$ cat src/rtl/mdom_wvb_hdr_builder.sv
// Waveform-buffer header builder: tracks each triggered waveform as it is written,
// splits long waveforms into MAX_SEG_LEN segments and writes one 104-bit bundle per segment.
module mdom_wvb_hdr_builder #(
    parameter int MAX_SEG_LEN = 256,
    parameter int ADDR_W      = 10
) (
    input  logic              clk,
    input  logic              rst,
    input  logic [48:0]       ltc,
    input  logic [ADDR_W-1:0] wr_addr,
    input  logic              trig_start,
    input  logic              trig_stop,
    input  logic [1:0]        trig_src,
    input  logic              cnst_run,
    input  logic [4:0]        pre_conf,
    input  logic              sync_rdy,
    input  logic [18:0]       bsum,
    input  logic [2:0]        bsum_len_sel,
    input  logic              bsum_valid,
    input  logic              local_coinc,
    input  logic              hdr_full,
    output logic [103:0]      hdr_data,
    output logic              hdr_wr_en,
    output logic              hdr_drop,
    output logic              hdr_overflow,
    output logic              active
);

    typedef enum logic {
        IDLE,
        ACTIVE
    } state_e;

    typedef struct packed {
        logic              continued_wfm;
        logic              partial_wfm;
        logic              local_coinc;
        logic              bsum_valid;
        logic [2:0]        bsum_len_sel;
        logic [18:0]       bsum;
        logic              sync_rdy;
        logic [4:0]        pre_conf;
        logic              cnst_run;
        logic [1:0]        trig_src;
        logic [ADDR_W-1:0] stop_addr;
        logic [ADDR_W-1:0] start_addr;
        logic [48:0]       evt_ltc;
    } hdr_t;

    localparam logic [9:0]        SEG_LAST = 10'(MAX_SEG_LEN);
    localparam logic [9:0]        CNT_ONE  = 10'd1;
    localparam logic [ADDR_W-1:0] ADDR_ONE = ADDR_W'(1);
    localparam logic [48:0]       LTC_STEP = 49'(MAX_SEG_LEN);

    state_e       state_q, state_d;
    hdr_t         seg_q, seg_d;          // open segment; local_coinc holds the running OR
    logic [9:0]   seg_cnt_q, seg_cnt_d;
    logic [103:0] hdr_data_q, hdr_data_d;
    logic         hdr_wr_en_q, hdr_wr_en_d;
    logic         hdr_drop_q, hdr_drop_d;
    logic         hdr_overflow_q, hdr_overflow_d;

    hdr_t         bundle;
    logic         emit;
    logic         lc_acc;
    logic [9:0]   seg_cnt_inc;

    // NOTE: every signal written here gets a default first, so no path leaves one unassigned and no latch is inferred.
    always_comb begin
        state_d        = state_q;
        seg_d          = seg_q;
        seg_cnt_d      = seg_cnt_q;
        hdr_data_d     = hdr_data_q;
        hdr_wr_en_d    = 1'b0;
        hdr_drop_d     = 1'b0;
        hdr_overflow_d = hdr_overflow_q;
        bundle         = seg_q;
        emit           = 1'b0;
        lc_acc         = seg_q.local_coinc | local_coinc;
        seg_cnt_inc    = seg_cnt_q + CNT_ONE;

        unique case (state_q)
            IDLE: begin
                if (trig_start) begin
                    seg_d.evt_ltc       = ltc;
                    seg_d.start_addr    = wr_addr;
                    seg_d.stop_addr     = wr_addr;
                    seg_d.trig_src      = trig_src;
                    seg_d.cnst_run      = cnst_run;
                    seg_d.pre_conf      = pre_conf;
                    seg_d.sync_rdy      = sync_rdy;
                    seg_d.bsum          = bsum;
                    seg_d.bsum_len_sel  = bsum_len_sel;
                    seg_d.bsum_valid    = bsum_valid;
                    seg_d.local_coinc   = local_coinc;
                    seg_d.partial_wfm   = 1'b0;
                    seg_d.continued_wfm = 1'b0;
                    if (trig_stop) begin
                        bundle    = seg_d;
                        emit      = 1'b1;
                        seg_cnt_d = '0;
                    end else begin
                        seg_cnt_d = CNT_ONE;
                        state_d   = ACTIVE;
                    end
                end
            end

            ACTIVE: begin
                bundle.stop_addr   = wr_addr;
                bundle.local_coinc = lc_acc;
                bundle.partial_wfm = 1'b0;
                if (trig_stop) begin
                    emit      = 1'b1;
                    seg_cnt_d = '0;
                    state_d   = IDLE;
                end else if (seg_cnt_inc == SEG_LAST) begin
                    // Split: the next segment begins with the sample written next cycle.
                    bundle.partial_wfm  = 1'b1;
                    emit                = 1'b1;
                    seg_d.start_addr    = wr_addr + ADDR_ONE;
                    seg_d.evt_ltc       = seg_q.evt_ltc + LTC_STEP;
                    seg_d.continued_wfm = 1'b1;
                    seg_d.local_coinc   = 1'b0;
                    seg_cnt_d           = '0;
                end else begin
                    seg_d.local_coinc = lc_acc;
                    seg_cnt_d         = seg_cnt_inc;
                end
            end

            default: state_d = IDLE;
        endcase

        if (emit) begin
            if (hdr_full) begin
                hdr_drop_d     = 1'b1;
                hdr_overflow_d = 1'b1;
            end else begin
                hdr_wr_en_d = 1'b1;
                hdr_data_d  = bundle;
            end
        end
    end

    // NOTE: state registers use non-blocking assignments so every flop samples the pre-edge values.
    always_ff @(posedge clk) begin
        if (rst) begin
            state_q        <= IDLE;
            seg_q          <= '0;
            seg_cnt_q      <= '0;
            hdr_data_q     <= '0;
            hdr_wr_en_q    <= 1'b0;
            hdr_drop_q     <= 1'b0;
            hdr_overflow_q <= 1'b0;
        end else begin
            state_q        <= state_d;
            seg_q          <= seg_d;
            seg_cnt_q      <= seg_cnt_d;
            hdr_data_q     <= hdr_data_d;
            hdr_wr_en_q    <= hdr_wr_en_d;
            hdr_drop_q     <= hdr_drop_d;
            hdr_overflow_q <= hdr_overflow_d;
        end
    end

    assign hdr_data     = hdr_data_q;
    assign hdr_wr_en    = hdr_wr_en_q;
    assign hdr_drop     = hdr_drop_q;
    assign hdr_overflow = hdr_overflow_q;
    assign active       = (state_q == ACTIVE);

endmodule

$ cat config.mk
export PLATFORM = sky130hd
export DESIGN_NAME = mdom_wvb_hdr_builder
export DESIGN_NICKNAME = d
export VERILOG_FILES = /design/src/rtl/mdom_wvb_hdr_builder.sv
export SDC_FILE = /design/constraint.sdc
export NUM_CORES = 1
export LEC_CHECK = 0
export ABC_AREA = 1
export BUFFER_PORTS_ARGS = -buffer_cell sky130_fd_sc_hd__buf_2
export CAP_MARGIN = 20
export CORE_MARGIN = 2
export CORE_UTILIZATION = 40
export DETAILED_ROUTE_END_ITERATION = 10
export HOLD_SLACK_MARGIN = 0.08
export PLACE_DENSITY = 0.7
export SYNTH_ARGS = -nofsm -noshare
export SYNTH_HDL_FRONTEND = slang
export SYNTH_SLANG_ARGS = --single-unit
export TNS_END_PERCENT = 100
$ cat constraint.sdc
create_clock -name clk -period 3.4 [get_ports clk]
set_input_delay 0.68 -clock clk [delete_from_list [all_inputs] [get_ports clk]]
set_output_delay 0.68 -clock clk [all_outputs]
set_load 0.01 [all_outputs]
# ---- Word level (Yosys, flattened, before mapping)
# Cells that the tools add are included.
# W data, S select, Z words.
dict set report classes {
  addsub 3
  muxes 33
  n_reduce_logical 6
  n_eq_ne 4
  bitwise_logic 4
}
# operator count
set op_table {}
lappend op_table {{$mux W104} 3}
lappend op_table {{$mux W59} 3}
lappend op_table {{$pmux W59 S2} 1}
lappend op_table {{$add A49 B9 Y49 const B} 1}
lappend op_table {{$pmux W10 S2} 2}
lappend op_table {{$mux W32} 1}
lappend op_table {{$mux W10} 3}
lappend op_table {{$add A10 B1 Y10 const B} 2}
lappend op_table {{$mux W1} 15}
lappend op_table {{$eq A10 B9 Y1 const B} 1}
lappend op_table {{$pmux W1 S2} 4}
lappend op_table {{$reduce_and A2 Y1} 4}
lappend op_table {{$ne A2 B2 Y1 const B} 2}
lappend op_table {{$pmux W2 S2} 1}
lappend op_table {{$not A1 Y1} 3}
lappend op_table {{$reduce_and A3 Y1} 1}
lappend op_table {{$ne A2 B1 Y1 const B} 1}
lappend op_table {{$reduce_or A2 Y1} 1}
lappend op_table {{$or A1 B1 Y1} 1}
dict set report word_totals {
  elab_cells 68
  inputBits 97
  out_inout_bits 108
  regBits 221
}

# ---- Logic depth before layout (Yosys ltp)
# Gate-level depths: netlist of run 1.
dict set report depth {
  depth_word 7
  ltp_mapped 16
  depth_no_buf 14
}

# ---- Worst setup path after synthesis of run 1
# Ideal clock, no wire load.
dict set report synth_path {
  path_kind {in2reg}
  startpoint {in trig_start}
  endpoint {reg hdr_data_q[34], in the netlist hdr_data[34]}
  setup_time_ps 110
  cell_stages 10
  n_path_buf 3
  required_ps 3290
  arrival_ps 2008
  slack_ps 1282
  path_cell_list {buf_2 > nand2_1 > nor2_2 > inv_1 > clkbuf_1 > clkbuf_1 > a22oi_1 > nand4_1 > nand2_1 > nor2_1}
}
dict set report synth_via {
  elab_chain_cells 3
  word_cells_on_any_way 5
  cone_classes {4 x mux; 1 x reduce/logical}
}
# element line_no
set synth_rtl {}
lappend synth_rtl {{start, declared} 11} ;# input logic trig_start,
lappend synth_rtl {{$mux W1} 84} ;# if (trig_start) begin
lappend synth_rtl {{$pmux W1 S2} 82} ;# unique case (state_q)
lappend synth_rtl {{$reduce_and A2 Y1 (no line)} -}
lappend synth_rtl {{end signal, assigned} 160} ;# hdr_data_q <= hdr_data_d;
lappend synth_rtl {{end, declared} 58} ;# logic [103:0] hdr_data_q, hdr_data_d;
# Parallel ways exist; a longest one is shown, timed or not.
# A chain may end at the register's enable or synchronous reset.

# ---- Worst setup path after layout of run 1
dict set report layout_path {
  startpoint {reg seg_cnt_q[0]}
  endpoint {reg hdr_data_q[18], in the netlist hdr_data[18]}
}
dict set report layout_via {
  elab_chain_cells 6
}
# element line_no
set layout_rtl {}
lappend layout_rtl {{start, declared} 57} ;# logic [9:0] seg_cnt_q, seg_cnt_d;
lappend layout_rtl {{start signal, assigned} 159} ;# seg_cnt_q <= seg_cnt_d;
lappend layout_rtl {{$add A10 B1 Y10} 80} ;# seg_cnt_inc = seg_cnt_q + CNT_ONE;
lappend layout_rtl {{$eq A10 B9 Y1} 117} ;# end else if (seg_cnt_inc == SEG_LAST) begin
lappend layout_rtl {{$mux W1} 117}
lappend layout_rtl {{$mux W1} 113} ;# if (trig_stop) begin
lappend layout_rtl {{$pmux W1 S2} 82}
lappend layout_rtl {{$reduce_and A2 Y1 (no line)} -}
# Every way passes these cells.

==> results of run 1 <==
==> placed cells by master (no fill, tap or decap), drive strengths merged, types with 11 or more instances in the layout <==
master / count
buf: 224
inv: 307
nand4: 105
clkbuf: 37
dfxtp: 221
a22oi: 11
nand2: 583
o21ai: 172
nor3: 12
nand3: 82
nor2: 240
a21oi: 126
==> power by group through the flow <==
stage,registers (µW),clock network (µW),logic (µW)
after floorplan,2930,0,658
after global placement,2900,0,1010
after detailed placement,2900,0,1030
after CTS,2850,3010,1030
after global routing,2870,3110,1180
final,2850,2960,1040
==> layout make-up <==
type / count / area [µm²] / share of cell area
clock inverters: 11 / 146 / 0.0103
inverters: 308 / 1160 / 0.0814
well taps: 390 / 488 / 0.0342
clock buffers: 37 / 762 / 0.0534
repair buffers: 224 / 1230 / 0.0864
multi-input cells: 1354 / 6050 / 0.424
flip-flops and latches: 221 / 4430 / 0.310
diodes: 1 / 2.50 / 0.000175
==> logic make-up (layout without fill, tap and decap cells) <==
group	Yosys count	after routing
flip-flops	221	221
other	0	1
buffers and inverters	433	580
AND/OR/NAND/NOR	1025	1025
adder cells (fa/ha/maj)	3	3
AO/OA/AOI/OAI	319	319
XOR/XNOR	7	7
==> worst paths after layout <==
kind | cells past startpoint | end | start | slack (ps)
min | 3 | seg_q[96]$_SDFFE_PP0P_ | bsum[18] | 390
min reg2reg | 2 | seg_q[83]$_SDFFE_PP0P_ | seg_q[83]$_SDFFE_PP0P_ | 450
max reg2reg | 14 | hdr_data[18]$_SDFFE_PP0P_ | seg_cnt_q[0]$_SDFFE_PP0P_ | 760
max | 14 | hdr_data[18]$_SDFFE_PP0P_ | seg_cnt_q[0]$_SDFFE_PP0P_ | 760
==> worst max-delay path: stages, from the launching register on <==
cell and delay (ps):
dfxtp_1 380, ha_1 230, nand2_1 90, inv_1 100
nand2_1 110, o21bai_2 150, nand2_1 80, nor2_2 160
nand2_2 120, nand2_4 110, nand3_4 340, buf_12 370
nand2_1 110, inv_1 40, nor2_1 110
==> stage by stage <==
step	hold WS (ps)	cells	setup WS, ps	power [µW]	instance area, µm²
after floorplan	430	2008	1280	3580	12200
after global placement	437	2497	850	3910	13400
after detailed placement	443	2497	847	3930	13400
after CTS	369	2545	804	6890	14300
after global routing	380	2545	532	7160	14300
final	386	2546	765	6850	14300
==> state kept, by name, indices dropped and copies added, names as in the netlist <==
register,flops
hdr_wr_en,1
seg_cnt_q,10
hdr_drop,1
seg_q,103
active,1
hdr_overflow,1
hdr_data,104
==> per-layer routing <==
layer,wire length (µm),vias to the layer above,part of all wire,track usage
li1,-,6563,-,-
met1,17200,5944,0.45,0.322
met2,16600,468,0.44,0.373
met3,3530,58,0.093,0.0483
met4,722,6,0.019,0.0583
met5,41,-,0.0011,0
==> results.cfg, run 1 <==
[timing]
setup_viol_count_final = 0
max_freq_mhz = 379
fin_tns_setup_ps = 0
skew_ps = 15.4
rsz0062_at_grt = no
fin_crit_ps = 2640
finalHoldViolations = 0
drv_slew = 0
slew_headroom = 0.272
worst_slew_pin_slew_ps = 1090
post-route-period-util = 0.775

[placement]
gp_congestion = 0.915
hpwl_um = 25200
numPortBuffers = 204

[pwr]
switching_share = 0.285
p_leak_uw = 0.00690
p_int_uw = 4900
power_frac_clock = 0.433
p_per_area_nw_per_um2 = 480
pwr-share-seq = 0.416
ir_worst_vdd_v = 0.000351
p_switching_uw = 1950
p_comb_frac = 0.151

[synth]
synth.distinct_cells = 38
synth-compound-area-share = 0.136
ys.flop_type = dfxtp_1
synthAdderAreaFrac = 0.00307
synth_top_cells_by_area = dfxtp_1 (36%), nand2_1 (18%), inv_1 (9.1%)
synth_top_area_cell = dfxtp_1
syn_avg_cell_area_um2 = 6.08
synth_top_family_by_area = simple AND/OR/NAND/NOR gates
synth_edf_count = 0
ys_seq_area_frac = 0.362
synth-simple-area-share = 0.349
ys_top_cells_by_count = nand2_1 (580), inv_1 (295), nor2_1 (235)
synth_fp_nets = 2108
post_synth_xor_area_fraction = 0.00502
synth_area_um2 = 12200
async_flop_share = 0
synthCells = 2008
synth_most_common_cell = nand2_1
synth_top_area_share = 0.362
ys_ff_latch = 221
synthMuxAreaShare = 0
yosys_warnings = 0

[floorplanning]
die_h_um = 179
design.die.area_um2 = 31900
coreArea_um2 = 29900
rows = 63
die_x_um = 179
start_util = 0.409
pin_count = 205

[route]
postRouteWirelength_um = 38100
viasPerCell = 5.12
drt_iter0_drc = 1102
wl_per_cell_um = 15.0
drtAntennaViolNets = 0
drt_first_pass_iters = 6
dr_total_vias = 13000
drcViolationCount = 0

[run_status]
status = completed

[global_route]
gr-total-overflow = 0
grt_antenna_before_repair = 3
grt_pass1_wl_um = 60800
grt_pass1_vias = 11700
grt_max_degree = 135
track_usage = 0.234

[clocking]
clock-sinks = 221
tritoncts = built
clk_pin_slew_worst_paths_ps = 60
cts_htree_levels = 1
insertion_delay_ps = 550
cts.repair.resized = 0
clock_path_buffers = 3
cts_inserted_buffers = 26
post_cts_buffers = 0
ctsHoldBuffers = 0
cts-root-buf = clkbuf_16

[critical_path]
arrival_ps = 3110
path_max_fanout = 88
startpoint_type = register
critPathKind = reg -> reg
crit_path_end_kind = register
critical_path_required_ps = 3870

[hold_path]
hold_path.class = in -> reg

[final_layout]
layout.nets = 2235
fillCellCount = 3134
postLayoutCoreUtil = 0.478
drive_above_1_share = 0.138
syn2layout_area_growth_pct = 16.9

[flow_run]
maxCapViolCount = 0
(Power assumes the default switching activity.)
==> run 2, diff against run 1 <==
ABC_AREA = 0   (was 1)
PLACE_DENSITY = 0.71   (was 0.7)
clock period = 2.7 ns   (was 3.4 ns; I/O delays follow)
==> run 2 against run 1 <==
Against the previous run: critical path depth is 8 lower; register-to-register slack got worse by 640 ps; synthesized cell count fell by 37%; via count down 19%; non-clock buffer count increased by 18; wire length is 17% lower; combinational power about the same; utilization up 1.5 points; worst hold slack worse by 120 ps; flip-flop and latch count fell by 10; cell count decreased by 31%.
==> results.cfg, run 2 <==
[floorplanning]
pin_count = 205
rows = 57
die_h_um = 162
die_x_um = 162
start_util = 0.409
coreArea_um2 = 24500
design.die.area_um2 = 26300

[global_route]
grt_max_degree = 96
track_usage = 0.230
grt_pass1_vias = 9608
gr-total-overflow = 0
grt_antenna_before_repair = 2
grt_pass1_wl_um = 50200

[timing]
fin_tns_setup_ps = 0
setup_viol_count_final = 0
hold_ws_ps = 266
worst_slew_pin_slew_ps = 934
max_freq_mhz = 389
finalHoldViolations = 0
fin_ws_ps = 129
drv_slew = 0
fin_crit_ps = 2570
skew_ps = 24.5
post-route-period-util = 0.952
rsz0062_at_grt = no
slew_headroom = 0.371

[synth]
yosys_warnings = 0
synth_top_area_cell = dfxtp_1
synth_area_um2 = 10000
synth_edf_count = 0
ys_ff_latch = 211
synth_top_area_share = 0.422
synth_most_common_cell = nand2_1
synthCells = 1272
async_flop_share = 0
synth.distinct_cells = 69
ys_seq_area_frac = 0.422
ys_top_cells_by_count = nand2_1 (234), dfxtp_1 (211), a21oi_1 (173)
synth_top_cells_by_area = dfxtp_1 (42%), nand2_1 (8.8%), a311oi_1 (8.7%)
syn_avg_cell_area_um2 = 7.87
ys.flop_type = dfxtp_1
synth_fp_nets = 1372

[hold_path]
min_to = seg_q[83]$_SDFFE_PP0P_
hold_path.class = in -> reg
hold_start = bsum[5]
min_path_cells = 3

[route]
drt_iter0_drc = 1034
drt_first_pass_iters = 8
drcViolationCount = 0
drtAntennaViolNets = 0
wl_per_cell_um = 18.2
postRouteWirelength_um = 31800
viasPerCell = 6.04
dr_total_vias = 10600

[critical_path]
startpoint_type = register
cp_top_family = simple AND/OR/NAND/NOR gates
r2r_setup_slack_ps = 130
slowest_delay_ps = 640
arrival_ps = 3010
critical_path_required_ps = 3140
path_max_fanout = 12
crit_path_end_kind = register
worstReg2RegStart = seg_q[17]$_SDFFE_PP0P_
path_cells = nand3_1, or4_4, nor2_4, nand3_2, or4_1, a31oi_1
path_buf_inv = 0
slowest_stage = or4_4
rr_endpoint = seg_q[45]$_SDFFE_PP0P_
critPathKind = reg -> reg
reg2reg_depth = 6

[clocking]
ctsHoldBuffers = 0
cts-root-buf = clkbuf_16
clk_pin_slew_worst_paths_ps = 60
insertion_delay_ps = 530
cts_htree_levels = 1
clock-sinks = 211
tritoncts = built
cts_inserted_buffers = 24
clock_path_buffers = 3

[final_layout]
final_cells = 1748
postLayoutCoreUtil = 0.493
drive_above_1_share = 0.213
fillCellCount = 2368
final_common_cell = nand2_1
final_cell_mix = nand2_1 (232), dfxtp_1 (211), buf_2 (202)
largest_register_ffs = 104
layout.nets = 1506
syn2layout_area_growth_pct = 20.5

[placement]
dp.cells = 1703
hpwl_um = 20200
post-place-ws_ps = 170
numPortBuffers = 204
gp_congestion = 0.880

[run_status]
status = completed

[pwr]
p_leak_uw = 0.00452
ir_worst_vdd_v = 0.000427
p_per_area_nw_per_um2 = 634

[flow_run]
maxCapViolCount = 0
==> run 2: changes by cell type after synthesis, sizes merged, moves of 28 or more <==
cell    change
nand2     -349
inv       -297
nor2      -200
o21ai     -151
a311oi     +99
nand4      -88
nand3      +52
a21oi      +49
clkbuf     +30
a31oi      +28
==> run 2: cell families after synthesis <==
logic type | synth area share
flops | 0.422
mux | 0.00200
simple gates | 0.234
compound gates | 0.270
buf+inv | 0.0621
fa+ha+maj | 0.00375
xor+xnor | 0.00613
==> run 2: area by class of cell <==
cell class,instances,area (µm²),share of cell area
antenna,1,2.50,0.000208
tap,324,405,0.0336
inverter,11,41.3,0.00343
timing repair buffer,242,1400,0.116
sequential,211,4220,0.350
clock buffer,36,686,0.0569
clock inverter,7,77.6,0.00643
multi-input combinational,916,5220,0.433
==> run 2: timing repair <==
item | 4_1_cts | 5_1_grt
gates resized for setup | 0 | 1
buffers inserted | 0 | 0
setup endpoints to repair | 0 | 17
==> run 2: report_power, final <==
group          total [µW]  switching (µW)  internal [µW]
clock                3170            1320           1860
combinational        1030             643            382
sequential           3440             133           3310
==> run 2: worst reg2reg max path: cells and delay by family, from the launching register on <==
kind               cells  cell delay [ps]
DFF                    1              420
and+or+nand+nor        5             1920
AOI/OAI and AO/OA      1              160
==> run 2: metal layers <==
metal | track usage | part of all wire | vias to the layer above
met5 | 0 | 0.00041 | -
met4 | 0.0776 | 0.025 | 2
met3 | 0.0449 | 0.084 | 68
met2 | 0.366 | 0.46 | 468
met1 | 0.313 | 0.43 | 5036
li1 | - | - | 4992
==> run 2: through the flow <==
stage,power [µW],area (µm²)
final,7640,12100
after global routing,7930,12100
after CTS,7670,12000
after detailed placement,4520,11300
after global placement,4500,11300
after floorplan,4100,10000
==> run 2: how the worst max path moves through the flow <==
stage	cells after the start	start	slack, ps	to
floorplan	8	seg_q[15]$_SDFFE_PP0P_	530	seg_q[47]$_SDFFE_PP0P_
global route	6	seg_q[17]$_SDFFE_PP0P_	2	seg_q[45]$_SDFFE_PP0P_
CTS	7	seg_cnt_q[3]$_SDFFE_PP0P_	160	hdr_data[43]$_SDFFE_PP0P_
detailed placement	7	seg_cnt_q[3]$_SDFFE_PP0P_	170	hdr_data[43]$_SDFFE_PP0P_
finish	6	seg_q[17]$_SDFFE_PP0P_	130	seg_q[45]$_SDFFE_PP0P_
global placement	6	seg_q[17]$_SDFFE_PP0P_	240	seg_q[45]$_SDFFE_PP0P_
